<file path="src/rtl/mult_div_pkg.sv">
// Shared constants and state encoding for the sequential multiply/divide unit.
package mult_div_pkg;
   localparam int WIDTH    = 32;
   localparam int ITER_CNT = WIDTH;

   typedef enum logic [1:0] {
      ST_IDLE = 2'd0,
      ST_ITER = 2'd1,
      ST_FIX  = 2'd2
   } state_t;
endpackage

</file>
<file path="src/rtl/sign_fix.sv">
// Conditional two's-complement negate; used for operand magnitudes and result sign correction.
module sign_fix #(
   parameter int W = 32
) (
   input  logic         i_neg,
   input  logic [W-1:0] i_val,
   output logic [W-1:0] o_val
);
   assign o_val = i_neg ? ({W{1'b0}} - i_val) : i_val;
endmodule

</file>
<file path="src/rtl/mult_div_unit.sv">
// Sequential one-bit-per-clock multiply/divide unit sharing a single 2*WIDTH accumulator.
// Results land in Hi/Lo with a one-cycle Done pulse.
module mult_div_unit #(
   parameter int WIDTH = mult_div_pkg::WIDTH
) (
   input  logic             clock,
   input  logic             Reset,
   input  logic             MultCtrl,
   input  logic             DivCtrl,
   input  logic             IsUnsigned,
   input  logic [WIDTH-1:0] A,
   input  logic [WIDTH-1:0] B,
   output logic [WIDTH-1:0] Hi,
   output logic [WIDTH-1:0] Lo,
   output logic             Busy,
   output logic             Done,
   output logic             DivZero
);
   import mult_div_pkg::*;

   localparam int               CNT_W = $clog2(WIDTH);
   localparam logic [CNT_W-1:0] LAST  = CNT_W'(WIDTH - 1);

   state_t               r_state, w_state_nxt;
   logic [CNT_W-1:0]     r_cnt;
   logic [2*WIDTH-1:0]   r_acc;
   logic [WIDTH-1:0]     r_opb;
   logic [WIDTH-1:0]     r_hi, r_lo;
   logic                 r_is_div, r_dz, r_neg_q, r_neg_r;
   logic                 r_busy, r_done, r_div_zero;

   logic                 w_start, w_div, w_b_zero, w_a_neg, w_b_neg, w_q_bit;
   logic [WIDTH-1:0]     w_a_mag, w_b_mag, w_rem_sub, w_quo, w_rem;
   logic [WIDTH:0]       w_mul_sum, w_rem_sh;
   logic [2*WIDTH-1:0]   w_mul_acc, w_div_acc, w_prod;

   assign w_start  = MultCtrl | DivCtrl;
   assign w_div    = DivCtrl & ~MultCtrl;
   assign w_b_zero = (B == '0);
   assign w_a_neg  = ~IsUnsigned & A[WIDTH-1];
   assign w_b_neg  = ~IsUnsigned & B[WIDTH-1];

   sign_fix #(.W(WIDTH)) u_mag_a (.i_neg(w_a_neg), .i_val(A), .o_val(w_a_mag));
   sign_fix #(.W(WIDTH)) u_mag_b (.i_neg(w_b_neg), .i_val(B), .o_val(w_b_mag));

   // Multiply: {hi,lo} with multiplier in lo; add multiplicand into hi, shift right with carry.
   assign w_mul_sum = {1'b0, r_acc[2*WIDTH-1:WIDTH]} + (r_acc[0] ? {1'b0, r_opb} : '0);
   assign w_mul_acc = {w_mul_sum, r_acc[WIDTH-1:1]};

   // Divide: {rem,quot}; shifted remainder needs one extra bit before the compare.
   assign w_rem_sh  = r_acc[2*WIDTH-1:WIDTH-1];
   assign w_q_bit   = (w_rem_sh >= {1'b0, r_opb});
   assign w_rem_sub = w_rem_sh[WIDTH-1:0] - r_opb;
   assign w_div_acc = {(w_q_bit ? w_rem_sub : w_rem_sh[WIDTH-1:0]), r_acc[WIDTH-2:0], w_q_bit};

   sign_fix #(.W(2*WIDTH)) u_fix_p (.i_neg(r_neg_q), .i_val(r_acc), .o_val(w_prod));
   sign_fix #(.W(WIDTH))   u_fix_q (.i_neg(r_neg_q), .i_val(r_acc[WIDTH-1:0]), .o_val(w_quo));
   sign_fix #(.W(WIDTH))   u_fix_r (.i_neg(r_neg_r), .i_val(r_acc[2*WIDTH-1:WIDTH]), .o_val(w_rem));

   always_ff @(posedge clock) begin
      if (Reset) r_state <= ST_IDLE;
      else       r_state <= w_state_nxt;
   end

   always_comb begin
      w_state_nxt = r_state;
      unique case (r_state)
         ST_IDLE: if (w_start) w_state_nxt = (w_div && w_b_zero) ? ST_FIX : ST_ITER;
         ST_ITER: if (r_cnt == LAST) w_state_nxt = ST_FIX;
         ST_FIX:  w_state_nxt = ST_IDLE;
         default: w_state_nxt = ST_IDLE;
      endcase
   end

   always_ff @(posedge clock) begin
      if (Reset) begin
         r_cnt      <= '0;
         r_acc      <= '0;
         r_opb      <= '0;
         r_hi       <= '0;
         r_lo       <= '0;
         r_is_div   <= 1'b0;
         r_dz       <= 1'b0;
         r_neg_q    <= 1'b0;
         r_neg_r    <= 1'b0;
         r_busy     <= 1'b0;
         r_done     <= 1'b0;
         r_div_zero <= 1'b0;
      end else begin
         r_done <= 1'b0;
         unique case (r_state)
            ST_IDLE: if (w_start) begin
               r_is_div   <= w_div;
               r_dz       <= w_div & w_b_zero;
               r_neg_q    <= ~IsUnsigned & (A[WIDTH-1] ^ B[WIDTH-1]);
               r_neg_r    <= w_div & w_a_neg;
               r_acc      <= {{WIDTH{1'b0}}, w_a_mag};
               r_opb      <= w_b_mag;
               r_cnt      <= '0;
               r_div_zero <= 1'b0;
               r_busy     <= 1'b1;
            end
            ST_ITER: begin
               r_acc <= r_is_div ? w_div_acc : w_mul_acc;
               r_cnt <= r_cnt + 1'b1;
            end
            ST_FIX: begin
               r_busy <= 1'b0;
               r_done <= 1'b1;
               if (r_dz) begin
                  r_div_zero <= 1'b1;
               end else if (r_is_div) begin
                  r_hi <= w_rem;
                  r_lo <= w_quo;
               end else begin
                  {r_hi, r_lo} <= w_prod;
               end
            end
            default: ;
         endcase
      end
   end

   assign Hi      = r_hi;
   assign Lo      = r_lo;
   assign Busy    = r_busy;
   assign Done    = r_done;
   assign DivZero = r_div_zero;
endmodule

</file>
<file path="config.mk">
export PLATFORM = sky130hd
export DESIGN_NAME = mult_div_unit
export DESIGN_NICKNAME = d
export VERILOG_FILES = /design/src/rtl/mult_div_pkg.sv /design/src/rtl/sign_fix.sv /design/src/rtl/mult_div_unit.sv
export SDC_FILE = /design/constraint.sdc
export NUM_CORES = 1
export LEC_CHECK = 0
export BUFFER_PORTS_ARGS = -buffer_cell sky130_fd_sc_hd__clkbuf_2
export CAP_MARGIN = 20
export CELL_PAD_IN_SITES_DETAIL_PLACEMENT = 0
export CELL_PAD_IN_SITES_GLOBAL_PLACEMENT = 1
export CORE_ASPECT_RATIO = 1.25
export CORE_MARGIN = 1.5
export CORE_UTILIZATION = 45
export CTS_CLUSTER_SIZE = 30
export DETAILED_ROUTE_END_ITERATION = 12
export HOLD_SLACK_MARGIN = 0.06
export PLACE_DENSITY = 0.88
export SLEW_MARGIN = 20
export SYNTH_ARGS = -nofsm -noshare
export SYNTH_HDL_FRONTEND = slang
export SYNTH_SLANG_ARGS = --single-unit
</file>
<file path="constraint.sdc">
create_clock -name clock -period 4 [get_ports clock]
set_clock_uncertainty 0.2 [all_clocks]
set_input_delay 0.6 -clock clock [delete_from_list [all_inputs] [get_ports clock]]
set_output_delay 0.6 -clock clock [all_outputs]
set_load 0.02 [all_outputs]
</file>
==> results.ini, run 1 <==
[status]
outcome = finished clean

[critical_path]
crit_arrival_ps = 3950
rrSetupSlack_ps = 150
cp-end-kind = flop
reg2reg_depth = 12
r2r-start = r_opb[26]$_SDFFE_PP0P_
crit_required_ps = 4100
reg2reg_to = r_acc[48]$_SDFFE_PP0P_
cp_max_fo = 9
crit_path_start_kind = flop
critPathKind = reg2reg

[finish]
diodes = 0
final_cells = 2294
drive_above_1_share_pct = 14.12
fin_nets = 2026
area_growth_pct = 14.92

[timing]
slew_viol_final = 0
fmax_ghz = 0.2594
finalSetupTns_ps = 0
setup_ws_ps = 145.3
setup_violations = 0
tightest_slew_ps = 1077
finalCriticalPeriod_ps = 3855
hold_viol_final = 0
rsz0062_at_grt = no
slew_headroom_pct = 28.23
fin_crit_sh_pct = 96.37

[cts]
clk_pin_slew_worst_paths_ps = 70
clkLatencyLatePin_ps = 440
clockBufferDepth = 2
cts_hold_buf = 0
cts_made_buffers = 17
htree_levels = 4
clock-sinks = 174
tritoncts = done
cts_root_buf = clkbuf_16

[synthesis]
syn_avg_cell_area_um2 = 7.504
synth_xor_area_share_pct = 10.16
synthAdderAreaFrac_pct = 6.900
synth_cells = 1769
synth_top_family_by_area = compound AO/OA/AOI/OAI gates
synth_cell_types = 73
yosys_warnings = 0
synth-compound-area-share_pct = 27.67
ys.flop_type = dfxtp_1
synth_edf_count = 0
yosysSeqAreaShare_pct = 26.24
synth-simple-area-share_pct = 20.65
synth_area_um2 = 13270
synth_mux_area_share_pct = 3.478
ys_ff_latch = 174
ys_async_sr_fraction_pct = 0
synth.net_count = 1910

[global_routing]
grt_pass1_wl_um = 69140
grt_pass1_vias = 12960
grt.overflow.total = 0
grt_max_degree = 100
antenna_found_initial = 0
grt_usage_pct = 28.82

[min_path]
hold_class = in2reg
min_to = r_is_div$_SDFFE_PP0P_
worstHoldStart = MultCtrl
hold_depth = 2

[floorplan]
die-height_um = 195.0
core_area_um2 = 29170
io_pins = 136
dieWidth_um = 156.6
die_area_um2 = 30540
initial_core_util_pct = 45.51
rows = 70

[pwr]
p_per_area_nw_per_um2 = 341.0
ir_drop_mv = 0.1961
leakagePower_uw = 0.006153
totalPowerFinal_uw = 5202

[routing]
drc = 0
drt-initial-drc-count = 1044
vias = 13620
ant_nets = 0
dr.pass1.iters = 5
vias_per_cell = 5.936
routed_wirelength_um = 43940
wl_per_cell_um = 19.15

[placement]
dpl.hpwl_um = 34210
place_inst = 2262
place_congestion = 1.116
pre_cts_ws_ps = 240.5
portBuffers = 135

[run]
drv_cap = 0

cell families after synthesis:
logic type	after synthesis
and+or+nand+nor	589
DFF	174
xor gates and xnor gates	154
adders and majority gates	72
AOI/OAI and AO/OA	564
muxes	46
buffers and inverters	170
final cells by class:
class | count | area [um2]
flip-flops and latches | 174 | 3485
multi-input cells | 1425 | 9206
well taps | 396 | 495.5
fillers | 2881 | 13910
inverters | 62 | 232.7
repair buffers | 205 | 1216
clock inverters | 14 | 180.2
clock buffers | 18 | 439.2
repair_timing:
action / CTS / global route
setup endpoints to repair: 0 / 2
endpoints found under the hold margin: 0 / 0
gates resized for setup: 0 / 4
setup buffers: 0 / 0
flip-flops by register name (all words and copies together), names as in the netlist, 2 cells and up:
signal / cells
r_acc: 64
Hi: 32
Lo: 32
r_opb: 32
r_cnt: 5
r_state: 2
placed cells by master (no fill, tap or decap), types with 14 or more instances in the layout:
cell type / synthesis / final
dfxtp_1: 174 / 173
xnor2_1: 65 / 65
clkbuf_2: 0 / 134
ha_1: 70 / 70
buf_4: 1 / 70
inv_1: 61 / 61
nand2b_1: 23 / 23
nor4_1: 20 / 20
clkbuf_16: 0 / 17
a21oi_1: 131 / 131
o31ai_1: 23 / 22
a211oi_1: 148 / 148
or3_1: 21 / 21
xor2_1: 89 / 89
a21o_1: 22 / 22
nor2_1: 223 / 222
nor3_1: 41 / 39
nand2_1: 145 / 145
o41ai_1: 14 / 14
nand3_1: 33 / 33
o21ai_0: 118 / 118
mux2i_1: 45 / 45
and3_1: 21 / 21
worst max-delay path: stages, from the launching register on:
cell and delay, ps:
dfxtp_1 330, inv_1 140, ha_1 440, a21oi_1 190, o21ai_0 160, a211oi_1 460
nor2_1 90, nor4_1 470, buf_4 220, o31a_1 450, nor3_1 100, o311ai_0 340
a21oi_1 120
synthesized netlist by cell type, drive strengths merged (45+ instances only):
| library cell | instances | share of area [%] |
|---|---|---|
| inv | 61 | 1.7 |
| a21oi | 131 | 4.9 |
| xor2 | 89 | 5.9 |
| nor2 | 224 | 6.4 |
| dfxtp | 174 | 26 |
| ha | 70 | 6.6 |
| xnor2 | 65 | 4.3 |
| mux2i | 45 | 3.4 |
| o21ai | 124 | 4.7 |
| clkbuf | 91 | 2.6 |
| nand2 | 145 | 4.1 |
| a211oi | 148 | 8.4 |
worst max-delay path by stage:
stage	endpoint	cells after the start	slack, ps	start
3_3_place_gp	r_acc[48]$_SDFFE_PP0P_	12	320	r_opb[26]$_SDFFE_PP0P_
4_1_cts	r_acc[56]$_SDFFE_PP0P_	12	200	r_acc[0]$_SDFFE_PP0P_
6_report	r_acc[48]$_SDFFE_PP0P_	12	150	r_opb[26]$_SDFFE_PP0P_
3_5_place_dp	r_acc[56]$_SDFFE_PP0P_	12	240	r_acc[0]$_SDFFE_PP0P_
2_1_floorplan	r_acc[56]$_SDFFE_PP0P_	13	630	r_acc[0]$_SDFFE_PP0P_
5_1_grt	r_acc[63]$_SDFFE_PP0P_	13	6	r_acc[0]$_SDFFE_PP0P_
per-stage QoR:
| step | hold WS [ps] | utilization (%) | instance area, um2 |
|---|---|---|---|
| after floorplan | 231.9 | - | 13270 |
| after global placement | 243.4 | 50.13 | 14620 |
| after detailed placement | 245.0 | 50.13 | 14620 |
| after CTS | 208.5 | 52.25 | 15240 |
| after global routing | 240.7 | 52.30 | 15250 |
| final | 233.3 | 52.30 | 15250 |
per-layer routing:
layer,vias up,global-route usage (%),part of all wire [%]
li1,6701,-,-
met1,6378,34.37,41
met2,439,49.50,48
met3,100,3.795,5.0
met4,0,16.30,5.5
met5,-,0,0
power breakdown:
| group | internal (uW) | switching (uW) | leakage, uW |
|---|---|---|---|
| clock network | 1010 | 767 | 0.000304 |
| registers | 1820 | 123 | 0.00142 |
| logic | 560 | 921 | 0.00443 |
| total | 3390 | 1810 | 0.00615 |
(Power assumes the default switching activity.)
==> run 2: changes to the inputs <==
PLACE_DENSITY = 0.86   (was 0.88)
==> results.ini, run 2 (synthesis results as in run 1) <==
[routing]
wl_per_cell_um = 18.92  ; -1.2%
vias_per_cell = 5.894  ; -0.71%
routed_wirelength_um = 43360  ; -1.3%
drt-initial-drc-count = 987  ; -5.5%
ant_nets = 0  ; unchanged
dr.pass1.iters = 5  ; unchanged
drc = 0  ; unchanged
vias = 13500  ; -0.84%

[global_routing]
grt_pass1_wl_um = 68540  ; -0.88%
grt_usage_pct = 28.61  ; -0.20 points
grt_pass1_vias = 12880  ; -0.62%
grt_max_degree = 102  ; +2.0%
antenna_found_initial = 0  ; unchanged
grt.overflow.total = 0  ; unchanged

[critical_path]
crit_arrival_ps = 3810  ; -140 ps
crit_chain = inv_1 > ha_1 > o21ai_0 > a221oi_1 > o21ai_0 > a211oi_1 > buf_4 > o21ai_1 > buf_4 > o31ai_4 > buf_4 > mux2_2 > nand3_1 > o311ai_0
cp_common_cell = buf_4
critPathKind = reg2reg
crit_required_ps = 4070  ; -30 ps
cp-end-kind = flop
slowest_delay_ps = 420  ; -50 ps
rrSetupSlack_ps = 260  ; +120 ps
crit_path_start_kind = flop
cp_max_fo = 6  ; -3
crit_slowest_cell = ha_1

[floorplan]
dieWidth_um = 156.6  ; unchanged
core_area_um2 = 29170  ; unchanged
die_area_um2 = 30540  ; unchanged
die-height_um = 195.0  ; unchanged
io_pins = 136  ; unchanged
rows = 70  ; unchanged
initial_core_util_pct = 45.51  ; unchanged

[finish]
area_growth_pct = 15.12
layout_commonest_cell = nor2_1
drive_above_1_share_pct = 13.88  ; -0.24 points
diodes = 0  ; unchanged
fin_nets = 2024  ; -0.099%
largest_register_ff_count = 64  ; unchanged
multi_input_comb_area_um2 = 9204  ; about the same
largest_register = r_acc
final_cell_mix = nor2_1 (222), dfxtp_1 (173), a211oi_1 (148), nand2_1 (145), clkbuf_2 (134)
fillers = 2898  ; +0.59%
seqCellArea_um2 = 3485  ; unchanged

[run]
drv_cap = 0  ; unchanged

[pwr]
p_switching_uw = 1778  ; -1.8%
totalPowerFinal_uw = 5251  ; +0.93%
clockPowerShare_pct = 35.0  ; +0.8 points
p_int_uw = 3473  ; +2.4%
leakagePower_uw = 0.006154  ; about the same
swShare_pct = 33.86  ; -0.96 points
p_per_area_nw_per_um2 = 343.6  ; +0.76%
p_seq_share_pct = 36.9  ; -0.4 points
power_frac_comb_pct = 28.1  ; -0.4 points
ir_drop_mv = 0.2333  ; +19%

[cts]
clock-sinks = 174  ; unchanged
cts_root_buf = clkbuf_16
cts_setup_buffers = 0  ; unchanged
tritoncts = done
cts_made_buffers = 17  ; unchanged
clkLatencyLatePin_ps = 440  ; about the same
clockBufferDepth = 2  ; unchanged
clk_pin_slew_worst_paths_ps = 70  ; about the same
htree_levels = 4  ; unchanged

[timing]
slew_viol_final = 0  ; unchanged
slew_headroom_pct = 33.68  ; +5.5 points
fmax_ghz = 0.2676  ; +3.2%
hold_viol_final = 0  ; unchanged
fin_crit_sh_pct = 93.42  ; -2.9 points
rsz0062_at_grt = no
finalSetupTns_ps = 0  ; unchanged
tightest_slew_ps = 992.8  ; -83.82 ps
finalCriticalPeriod_ps = 3737  ; -118.0 ps
setup_violations = 0  ; unchanged

[placement]
portBuffers = 135  ; unchanged
place_congestion = 1.001  ; -10%
dpl.hpwl_um = 33770  ; -1.3%

[min_path]
hold_class = in2reg

[status]
outcome = finished clean

[run 2: cell types whose count changed in the layout (fill, tap and decap cells not counted), sizes merged]
cell / previous run / this run
bufinv: 3 / 4
buf: 71 / 69
inv: 66 / 64
clkinv: 6 / 3
clkbuf: 152 / 154
clkinvlp: 1 / 2
[run 2: cell type report]
cell class,instances,area share [%]
sequential,174,22.80
multi-input combinational,1425,60.23
inverter,62,1.523
timing repair buffer,203,8.024
clock inverter,11,1.187
clock buffer,20,2.989
tap,396,3.242
[run 2: power groups by stage]
stage               Clock (uW)  Combinational (uW)  Sequential (uW)
floorplan                    0                1020             1920
global placement             0                1440             1970
detailed placement           0                1460             1970
CTS                       1860                1460             1930
global route              1930                1620             1950
finish                    1840                1480             1940
[run 2: worst paths after layout]
| kind | to | cells after the start | start |
|---|---|---|---|
| min reg2reg | Hi[2]$_SDFFE_PP0P_ | 2 | Hi[2]$_SDFFE_PP0P_ |
| max reg2reg | r_acc[52]$_SDFFE_PP0P_ | 14 | r_opb[5]$_SDFFE_PP0P_ |
| max | r_acc[52]$_SDFFE_PP0P_ | 14 | r_opb[5]$_SDFFE_PP0P_ |
| min | r_is_div$_SDFFE_PP0P_ | 2 | MultCtrl |
[run 2: routing by layer]
metal / wire length (um) / track usage, % / share of wire [%] / vias up
met3: 1678 / 3.307 / 3.9 / 95
met5: 0 / 0 / 0 / -
met4: 2487 / 16.12 / 5.7 / 0
met2: 21340 / 50.49 / 49 / 364
met1: 17850 / 33.31 / 41 / 6353
li1: - / - / - / 6692
[run 2: what timing repair did]
item,4_1_cts,5_1_grt
setup endpoints to repair,0,1
gates resized for setup,0,2
hold buffers,0,0
hold endpoints to repair,0,0
[run 2: critical path: cells and delay by family, from the launching register on]
family,cells,cell delay (ps)
adder cells (fa/ha/maj),1,420
flip-flops,1,340
AO/OA/AOI/OAI,7,1480
buffers and inverters,4,680
AND/OR/NAND/NOR,1,90
multiplexers,1,340
[run 2: metrics by stage]
step | setup slack [ps] | cell area [um2] | utilization (%) | hold WS, ps | cells
3_3_place_gp | 130.6 | 14640 | 50.18 | 241.5 | 2260
3_5_place_dp | 211.2 | 14640 | 50.18 | 246.4 | 2260
5_1_grt | 77.49 | 15280 | 52.39 | 237.0 | 2291
4_1_cts | 162.2 | 15270 | 52.37 | 223.0 | 2291
2_1_floorplan | 630.3 | 13270 | - | 231.9 | 1769
6_report | 263.2 | 15280 | 52.39 | 240.6 | 2291
